<file path="src/rtl/uart_wb_master_if.sv">
// Purpose: groups the command, response and Wishbone signals of uart_wb_master.
// Ports: command strobe/word, response valid/ready/word, Wishbone B4 pipelined master bus.
// Modports: master = executor view, slave = decoder/encoder/bus-slave view.
interface uart_wb_master_if;
    // command from the UART decoder
    logic        i_stb;
    logic [33:0] i_word;
    // status
    logic        o_busy;
    logic        o_overrun;
    // response to the UART encoder
    logic        o_rsp_stb;
    logic [33:0] o_rsp_word;
    logic        i_rsp_ready;
    // Wishbone master side
    logic        o_wb_cyc;
    logic        o_wb_stb;
    logic        o_wb_we;
    logic [29:0] o_wb_addr;
    logic [31:0] o_wb_data;
    logic [3:0]  o_wb_sel;
    logic        i_wb_stall;
    logic        i_wb_ack;
    logic        i_wb_err;
    logic [31:0] i_wb_data;

    modport master (
        input  i_stb, i_word, i_rsp_ready,
        input  i_wb_stall, i_wb_ack, i_wb_err, i_wb_data,
        output o_busy, o_overrun, o_rsp_stb, o_rsp_word,
        output o_wb_cyc, o_wb_stb, o_wb_we, o_wb_addr, o_wb_data, o_wb_sel
    );

    modport slave (
        output i_stb, i_word, i_rsp_ready,
        output i_wb_stall, i_wb_ack, i_wb_err, i_wb_data,
        input  o_busy, o_overrun, o_rsp_stb, o_rsp_word,
        input  o_wb_cyc, o_wb_stb, o_wb_we, o_wb_addr, o_wb_data, o_wb_sel
    );
endinterface

</file>
<file path="src/rtl/uart_wb_master.sv">
// Purpose: executes decoded UART commands (set address / write / read / nop) as single-beat
//          Wishbone B4 pipelined cycles and returns one response word per command.
// Latency: SET_ADDR/NOP respond one edge after the strobe; bus ops respond the edge after ack/err/timeout.
// Backpressure: the response is held until i_rsp_ready; strobes while busy are dropped and flagged by o_overrun.
// Ports: i_clk, i_reset (sync, active-high), bus (uart_wb_master_if.master).
module uart_wb_master #(
    parameter int TIMEOUT_CYCLES = 1023
) (
    input  logic                   i_clk,
    input  logic                   i_reset,
    uart_wb_master_if.master       bus
);

    localparam int CW = $clog2(TIMEOUT_CYCLES + 1);

    typedef enum logic [1:0] {
        IDLE     = 2'd0,
        BUS_REQ  = 2'd1,
        BUS_WAIT = 2'd2,
        RESP     = 2'd3
    } state_t;

    typedef enum logic [1:0] {
        OP_SET_ADDR = 2'b00,
        OP_WRITE    = 2'b01,
        OP_READ     = 2'b10,
        OP_NOP      = 2'b11
    } op_t;

    localparam logic [1:0] RSP_ADDR  = 2'b00;
    localparam logic [1:0] RSP_WRITE = 2'b01;
    localparam logic [1:0] RSP_READ  = 2'b10;
    localparam logic [1:0] RSP_ERR   = 2'b11;

    state_t        state, state_nxt;
    logic [29:0]   addr, addr_nxt;
    logic          inc_en, inc_en_nxt;
    logic [CW-1:0] cnt, cnt_nxt;
    logic          wb_cyc, wb_cyc_nxt;
    logic          wb_stb, wb_stb_nxt;
    logic          wb_we, wb_we_nxt;
    logic [29:0]   wb_addr, wb_addr_nxt;
    logic [31:0]   wb_data, wb_data_nxt;
    logic [33:0]   rsp_word, rsp_word_nxt;
    logic          overrun, overrun_nxt;

    // Helper terms used by the FSM
    logic [CW-1:0] cnt_inc;
    logic          term;
    logic          bus_done;
    logic          bus_timeout;
    op_t           cmd_op;
    logic [31:0]   cmd_payload;

    assign cnt_inc     = cnt + 1'b1;
    assign term        = bus.i_wb_ack | bus.i_wb_err;
    assign cmd_op      = op_t'(bus.i_word[33:32]);
    assign cmd_payload = bus.i_word[31:0];

    always_ff @(posedge i_clk) begin
        if (i_reset) begin
            state    <= IDLE;
            addr     <= '0;
            inc_en   <= 1'b0;
            cnt      <= '0;
            wb_cyc   <= 1'b0;
            wb_stb   <= 1'b0;
            wb_we    <= 1'b0;
            wb_addr  <= '0;
            wb_data  <= '0;
            rsp_word <= '0;
            overrun  <= 1'b0;
        end else begin
            state    <= state_nxt;
            addr     <= addr_nxt;
            inc_en   <= inc_en_nxt;
            cnt      <= cnt_nxt;
            wb_cyc   <= wb_cyc_nxt;
            wb_stb   <= wb_stb_nxt;
            wb_we    <= wb_we_nxt;
            wb_addr  <= wb_addr_nxt;
            wb_data  <= wb_data_nxt;
            rsp_word <= rsp_word_nxt;
            overrun  <= overrun_nxt;
        end
    end

    always_comb begin
        state_nxt    = state;
        addr_nxt     = addr;
        inc_en_nxt   = inc_en;
        cnt_nxt      = cnt;
        wb_cyc_nxt   = wb_cyc;
        wb_stb_nxt   = wb_stb;
        wb_we_nxt    = wb_we;
        wb_addr_nxt  = wb_addr;
        wb_data_nxt  = wb_data;
        rsp_word_nxt = rsp_word;
        bus_done     = 1'b0;
        bus_timeout  = 1'b0;
        // Any strobe outside IDLE is a dropped command
        overrun_nxt  = bus.i_stb && (state != IDLE);

        case (state)
            IDLE: begin
                if (bus.i_stb) begin
                    case (cmd_op)
                        OP_SET_ADDR: begin
                            addr_nxt     = cmd_payload[29:0];
                            inc_en_nxt   = cmd_payload[30];
                            rsp_word_nxt = {RSP_ADDR, 1'b0, cmd_payload[30], cmd_payload[29:0]};
                            state_nxt    = RESP;
                        end
                        OP_NOP: begin
                            rsp_word_nxt = {RSP_ADDR, 1'b0, inc_en, addr};
                            state_nxt    = RESP;
                        end
                        default: begin
                            wb_cyc_nxt  = 1'b1;
                            wb_stb_nxt  = 1'b1;
                            wb_we_nxt   = (cmd_op == OP_WRITE);
                            wb_addr_nxt = addr;
                            if (cmd_op == OP_WRITE) begin
                                wb_data_nxt = cmd_payload;
                            end
                            cnt_nxt     = '0;
                            state_nxt   = BUS_REQ;
                        end
                    endcase
                end
            end
            BUS_REQ: begin
                cnt_nxt = cnt_inc;
                // An ack/err only belongs to this request once the slave has taken it (stall low)
                if (!bus.i_wb_stall && term) begin
                    bus_done = 1'b1;
                end else if (cnt_inc == CW'(TIMEOUT_CYCLES)) begin
                    bus_timeout = 1'b1;
                end else if (!bus.i_wb_stall) begin
                    wb_stb_nxt = 1'b0;
                    state_nxt  = BUS_WAIT;
                end
            end
            BUS_WAIT: begin
                cnt_nxt = cnt_inc;
                if (term) begin
                    bus_done = 1'b1;
                end else if (cnt_inc == CW'(TIMEOUT_CYCLES)) begin
                    bus_timeout = 1'b1;
                end
            end
            RESP: begin
                if (bus.i_rsp_ready) begin
                    state_nxt = IDLE;
                end
            end
            default: state_nxt = IDLE;
        endcase

        // Common bus-cycle termination: close the cycle and build the response
        if (bus_done || bus_timeout) begin
            wb_cyc_nxt = 1'b0;
            wb_stb_nxt = 1'b0;
            wb_we_nxt  = 1'b0;
            state_nxt  = RESP;
            if (bus_timeout || bus.i_wb_err) begin
                // err wins over a simultaneous ack; address is left untouched
                rsp_word_nxt = {RSP_ERR, 2'b00, addr};
            end else begin
                if (wb_we) begin
                    rsp_word_nxt = {RSP_WRITE, wb_data};
                end else begin
                    rsp_word_nxt = {RSP_READ, bus.i_wb_data};
                end
                if (inc_en) begin
                    addr_nxt = addr + 30'd1;
                end
            end
        end
    end

    assign bus.o_busy     = (state != IDLE);
    assign bus.o_overrun  = overrun;
    assign bus.o_rsp_stb  = (state == RESP);
    assign bus.o_rsp_word = rsp_word;
    assign bus.o_wb_cyc   = wb_cyc;
    assign bus.o_wb_stb   = wb_stb;
    assign bus.o_wb_we    = wb_we;
    assign bus.o_wb_addr  = wb_addr;
    assign bus.o_wb_data  = wb_data;
    assign bus.o_wb_sel   = 4'hF;

endmodule
</file>
<file path="src/flat_wrapper.sv">
// flat-port wrapper written by rule: the top's interface ports become plain ports
module uart_wb_master_flat 
#(
    parameter int TIMEOUT_CYCLES = 1023
)
  (i_clk, i_reset, bus_i_stb, bus_i_word, bus_i_rsp_ready, bus_i_wb_stall, bus_i_wb_ack, bus_i_wb_err, bus_i_wb_data, bus_o_busy, bus_o_overrun, bus_o_rsp_stb, bus_o_rsp_word, bus_o_wb_cyc, bus_o_wb_stb, bus_o_wb_we, bus_o_wb_addr, bus_o_wb_data, bus_o_wb_sel);
  uart_wb_master_if bus_i ();
  input  logic i_clk;
  input  logic i_reset;
  input wire logic [$bits(bus_i.i_stb)-1:0] bus_i_stb;
  input wire logic [$bits(bus_i.i_word)-1:0] bus_i_word;
  input wire logic [$bits(bus_i.i_rsp_ready)-1:0] bus_i_rsp_ready;
  input wire logic [$bits(bus_i.i_wb_stall)-1:0] bus_i_wb_stall;
  input wire logic [$bits(bus_i.i_wb_ack)-1:0] bus_i_wb_ack;
  input wire logic [$bits(bus_i.i_wb_err)-1:0] bus_i_wb_err;
  input wire logic [$bits(bus_i.i_wb_data)-1:0] bus_i_wb_data;
  output wire logic [$bits(bus_i.o_busy)-1:0] bus_o_busy;
  output wire logic [$bits(bus_i.o_overrun)-1:0] bus_o_overrun;
  output wire logic [$bits(bus_i.o_rsp_stb)-1:0] bus_o_rsp_stb;
  output wire logic [$bits(bus_i.o_rsp_word)-1:0] bus_o_rsp_word;
  output wire logic [$bits(bus_i.o_wb_cyc)-1:0] bus_o_wb_cyc;
  output wire logic [$bits(bus_i.o_wb_stb)-1:0] bus_o_wb_stb;
  output wire logic [$bits(bus_i.o_wb_we)-1:0] bus_o_wb_we;
  output wire logic [$bits(bus_i.o_wb_addr)-1:0] bus_o_wb_addr;
  output wire logic [$bits(bus_i.o_wb_data)-1:0] bus_o_wb_data;
  output wire logic [$bits(bus_i.o_wb_sel)-1:0] bus_o_wb_sel;
  assign bus_i.i_stb = bus_i_stb;
  assign bus_i.i_word = bus_i_word;
  assign bus_i.i_rsp_ready = bus_i_rsp_ready;
  assign bus_i.i_wb_stall = bus_i_wb_stall;
  assign bus_i.i_wb_ack = bus_i_wb_ack;
  assign bus_i.i_wb_err = bus_i_wb_err;
  assign bus_i.i_wb_data = bus_i_wb_data;
  assign bus_o_busy = bus_i.o_busy;
  assign bus_o_overrun = bus_i.o_overrun;
  assign bus_o_rsp_stb = bus_i.o_rsp_stb;
  assign bus_o_rsp_word = bus_i.o_rsp_word;
  assign bus_o_wb_cyc = bus_i.o_wb_cyc;
  assign bus_o_wb_stb = bus_i.o_wb_stb;
  assign bus_o_wb_we = bus_i.o_wb_we;
  assign bus_o_wb_addr = bus_i.o_wb_addr;
  assign bus_o_wb_data = bus_i.o_wb_data;
  assign bus_o_wb_sel = bus_i.o_wb_sel;
  uart_wb_master #(.TIMEOUT_CYCLES(TIMEOUT_CYCLES)) u_core (.i_clk(i_clk), .i_reset(i_reset), .bus(bus_i));
endmodule
</file>
<file path="config.mk">
export PLATFORM = sky130hd
export DESIGN_NAME = uart_wb_master_flat
export DESIGN_NICKNAME = d
export VERILOG_FILES = /design/src/rtl/uart_wb_master_if.sv /design/src/rtl/uart_wb_master.sv /design/src/flat_wrapper.sv
export SDC_FILE = /design/constraint.sdc
export NUM_CORES = 1
export LEC_CHECK = 0
export CAP_MARGIN = 20
export CORE_MARGIN = 3
export CORE_UTILIZATION = 50
export CTS_CLUSTER_SIZE = 10
export DETAILED_ROUTE_END_ITERATION = 8
export GPL_ROUTABILITY_DRIVEN = 0
export GPL_TIMING_DRIVEN = 0
export HOLD_SLACK_MARGIN = 0.05
export PLACE_DENSITY = 0.86
export SKIP_CTS_REPAIR_TIMING = 1
export SYNTH_ARGS = -nofsm -noshare
export SYNTH_HDL_FRONTEND = slang
export SYNTH_SLANG_ARGS = --single-unit
</file>
<file path="constraint.sdc">
create_clock -name i_clk -period 3.5 [get_ports i_clk]
set_clock_uncertainty 0.2 [all_clocks]
set_input_delay 0.525 -clock i_clk [delete_from_list [all_inputs] [get_ports i_clk]]
set_output_delay 0.525 -clock i_clk [all_outputs]
set_load 0.01 [all_outputs]
</file>
==> impl.org <==
** Clock tree
- Clock Tree Root :: clkbuf_16
- The later pin in the worst-skew pair is clocked with a latency of 430 ps.
- Clock tree from TritonCTS :: done
- The clock passes through at most 2 buffers.
- CTS H-tree depth :: 4
- Clock Sink Count :: 143
- The number of clock buffers added by TritonCTS is 17.
- Clock slew at the register clock pins of the worst setup and hold paths :: 60 ps

** Timing
- Setup violation total in the final timing report :: 0
- Max-slew headroom at the worst pin :: 50.1%
- The count of final hold-check violations is 0.
- At the pin with the least slew margin, the transition time is 748 ps.
- Period utilisation layout :: 95.2%
- After routing, the total negative slack on setup checks comes to 0 ps.
- The number of pins with negative max-slew slack in the final report came to 0.
- Post-layout worst setup margin :: 168 ps
- Setup repair after global routing left no endpoint under its margin.
- Counting I/O delays and the setup requirement, the final critical path takes 3330 ps.
- Timing-limited maximum frequency :: 300 MHz

** Worst setup path
- In this run the worst path has a maximum fanout of 6.
- Critical path required time :: 3630 ps
- In this run the register-to-register setup slack is 170 ps.
- Startpoint of the lowest-slack register-to-register path :: u_core.addr[0]
- The critical path ends at u_core.addr[28].
- Endpoint arrival time on the critical path :: 3460 ps
- Worst reg2reg path depth :: 8
- The worst setup path is captured at a register.
- The worst setup path is of the register to register kind.
- In this run the critical register-to-register path is captured at u_core.addr[28].
- First element of the critical path :: u_core.addr[0]
- STA classifies the critical path startpoint as a register.

** Cells and area
- In the final design database the tool counted 1121 nets.
- Antenna Diode Count :: 0
- In the final layout, the share of cells above drive strength 1 is 10.2%.
- The filler cells instantiated in the layout total 1048.
- Excluding fillers, the count of instances in the completed layout stands at 1226.
- From synthesis to final layout, the design area changed by 36.5%.

** Yosys
- Count of flip-flops with a built-in enable after synthesis :: 0
- Ys async rst share :: 0%
- Post-Synthesis Mean Instance Area :: 8.41 sq um
- By count the netlist is led by nand2_1 (190), dfxtp_1 (143), a21oi_1 (83).
- Number of warnings reported in the yosys synthesis log :: 0
- In the synthesized netlist the dominant register cell turns out to be dfxtp_1.
- Dominant cells by area after synthesis :: dfxtp_1 (40%), nand2_1 (10%), a21oi_1 (5.9%)
- Area of the mapped netlist :: 7100 sq um
- Top-area cell type share of the netlist area :: 40.3%
- Part of the Yosys area used for sequential elements :: 40.3%
- After synthesis the netlist holds a flip-flop and latch count of 143.
- By instance count, the leading cell after synthesis is nand2_1.
- The biggest area contributor in the post-synthesis netlist is dfxtp_1.
- The synthesized netlist contains 68 unique library cells.
- Synthesis produced a netlist whose cell count is 844.

** Power and ir drop
- The analysis attributes to cell leakage a power of 3.21 nW.
- Total power density per cell area :: 573 nW/um^2
- VDD sags by at most 0.000339 V.

** Routing
- Routed via count divided by cell count :: 5.98
- The first detailed-routing pass ran for 7 iterations.
- Avg WL per Cell :: 19.0 microns
- Number of vias in the routed layout :: 7335
- In the routed design, unresolved DRC markers number 0.
- Post-route ant nets :: 0
- Iter 0 DRT Violations :: 791
- Detailed-route wire length :: 23300 microns

** Floorplan
- The initialized floorplan defines 42 standard-cell rows.
- In this run the standard cell core region covers 13600 sq um.
- In this run the vertical extent of the chip is 125 microns.
- Chip Width :: 125 microns
- The die covers 15700 sq um.
- Once the floorplan was initialized, standard cells occupied 52.4% of the core.
- Pin placement for this block handled 179 I/O pins.

** Placed design
- Timing analysis after detailed placement gives a worst setup slack of -123 ps.
- DP HPWL :: 17000 microns
- Cell count after placement :: 1195
- Number of port buffers :: 172

** GRT
- The number of antenna violations at the first check in global routing came to 0.
- Total overflow reported by the global router :: 0
- The via count of the first global-routing pass was 7143.
- Maximum number of pins on one net before global-route repair :: 17
- For this run, the total global-route usage over all layers was measured as 29.2%.
- Global-route wire length before repair :: 37300 microns

** Status
- The flow ran to the end, and the final reports show no timing, DRC or antenna violations.

** Flow run
- Max-cap violations in this run came to 0.

** Hold path
- Type of the most critical hold path :: register to register
area by class of cell:
cell class / count / area [sq um] / area share (%)
Buffer: 69 / 355 / 3.67
Clock buffer: 21 / 480 / 4.96
Clock inverter: 10 / 159 / 1.64
Inverter: 18 / 67.6 / 0.697
Multi-Input combinational cell: 617 / 3820 / 39.5
Sequential cell: 143 / 2860 / 29.5
Tap cell: 176 / 220 / 2.27
Timing Repair Buffer: 172 / 1720 / 17.8
cells in the final DEF, fill, tap and decap left out, types with 4 or more instances in the layout:
cell type	Yosys	routed
a211oi_1	15	15
a21o_1	4	4
a21oi_1	83	83
a221oi_1	7	7
a22oi_1	6	6
a22oi_2	26	26
a311oi_1	8	8
a31oi_1	5	5
and2_1	4	4
and3_1	8	8
buf_2	11	11
buf_4	9	9
buf_6	6	6
bufinv_16	0	4
clkbuf_1	40	40
clkbuf_16	0	17
clkbuf_8	0	4
clkdlybuf4s50_1	0	172
conb_1	1	4
dfxtp_1	143	143
ha_1	10	10
inv_1	18	18
mux2i_1	31	31
nand2_1	190	190
nand3_1	16	16
nor2_1	38	38
nor3_1	30	30
nor4_1	9	9
o21ai_0	26	25
o221a_1	26	26
o221a_2	4	4
or3_1	8	8
how the worst min path moves through the flow:
stage	depth (start not counted)	slack, ps	endpoint	start
5_1_grt	2	280	u_core.bus.o_wb_addr[6]	u_core.bus.o_wb_addr[6]
6_report	2	250	u_core.bus.o_wb_addr[6]	u_core.bus.o_wb_addr[6]
3_5_place_dp	2	250	u_core.bus.o_wb_addr[16]	u_core.bus.o_wb_addr[16]
3_3_place_gp	2	240	u_core.bus.o_wb_addr[0]	u_core.bus.o_wb_addr[0]
4_1_cts	2	260	u_core.bus.o_wb_addr[6]	u_core.bus.o_wb_addr[6]
2_1_floorplan	2	250	u_core.bus.o_wb_addr[27]	u_core.addr[27]
sequential cells by signal (all words and copies together), names as in the netlist:
signal and cells:
u_core.inc_en 1, u_core.bus.o_wb_we 1, u_core.cnt 10, u_core.addr 30, u_core.bus.o_wb_data 32, u_core.bus.o_overrun 1
u_core.bus.o_wb_addr 30, u_core.bus.o_rsp_word 34, u_core.state 2, u_core.bus.o_wb_stb 1, u_core.bus.o_wb_cyc 1
report_power, final:
group	internal, W	switching [W]
sequential	0.00186	0.000187
clock	0.00126	0.000698
combinational	0.000772	0.000775
metal layers:
metal / track usage, % / part of all wire (%)
met1: 39.2 / 42
met2: 45.3 / 45
met3: 7.59 / 10
met4: 11.5 / 3.0
met5: 0 / 0
cells by family after synthesis:
family	Yosys count	synth area share [%]
AOI/OAI and AO/OA	240	26.4
muxes	33	4.69
xor gates and xnor gates	2	0.247
DFF	143	40.3
other	1	0.0528
adders and majority gates	10	1.76
buffers and inverters	87	5.96
and+or+nand+nor	328	20.5
worst max-delay path: stages, from the launching register on:
cell	delay, ps
dfxtp_1	450
ha_1	250
nand3_1	160
nor3_1	460
nand3_1	310
or2_2	390
nor4_2	530
a211oi_1	190
a311oi_1	290
through the flow:
stage          util, %  instance area, sq um  power (W)  hold WS (ps)
2_1_floorplan        -                  7110    0.00288           255
3_3_place_gp      66.8                  9050    0.00356           242
3_5_place_dp      66.8                  9050    0.00360           249
4_1_cts           71.5                  9690    0.00554           257
5_1_grt           71.5                  9690    0.00576           283
6_report          71.5                  9690    0.00555           253
Power figures use the tool's default switching activity.
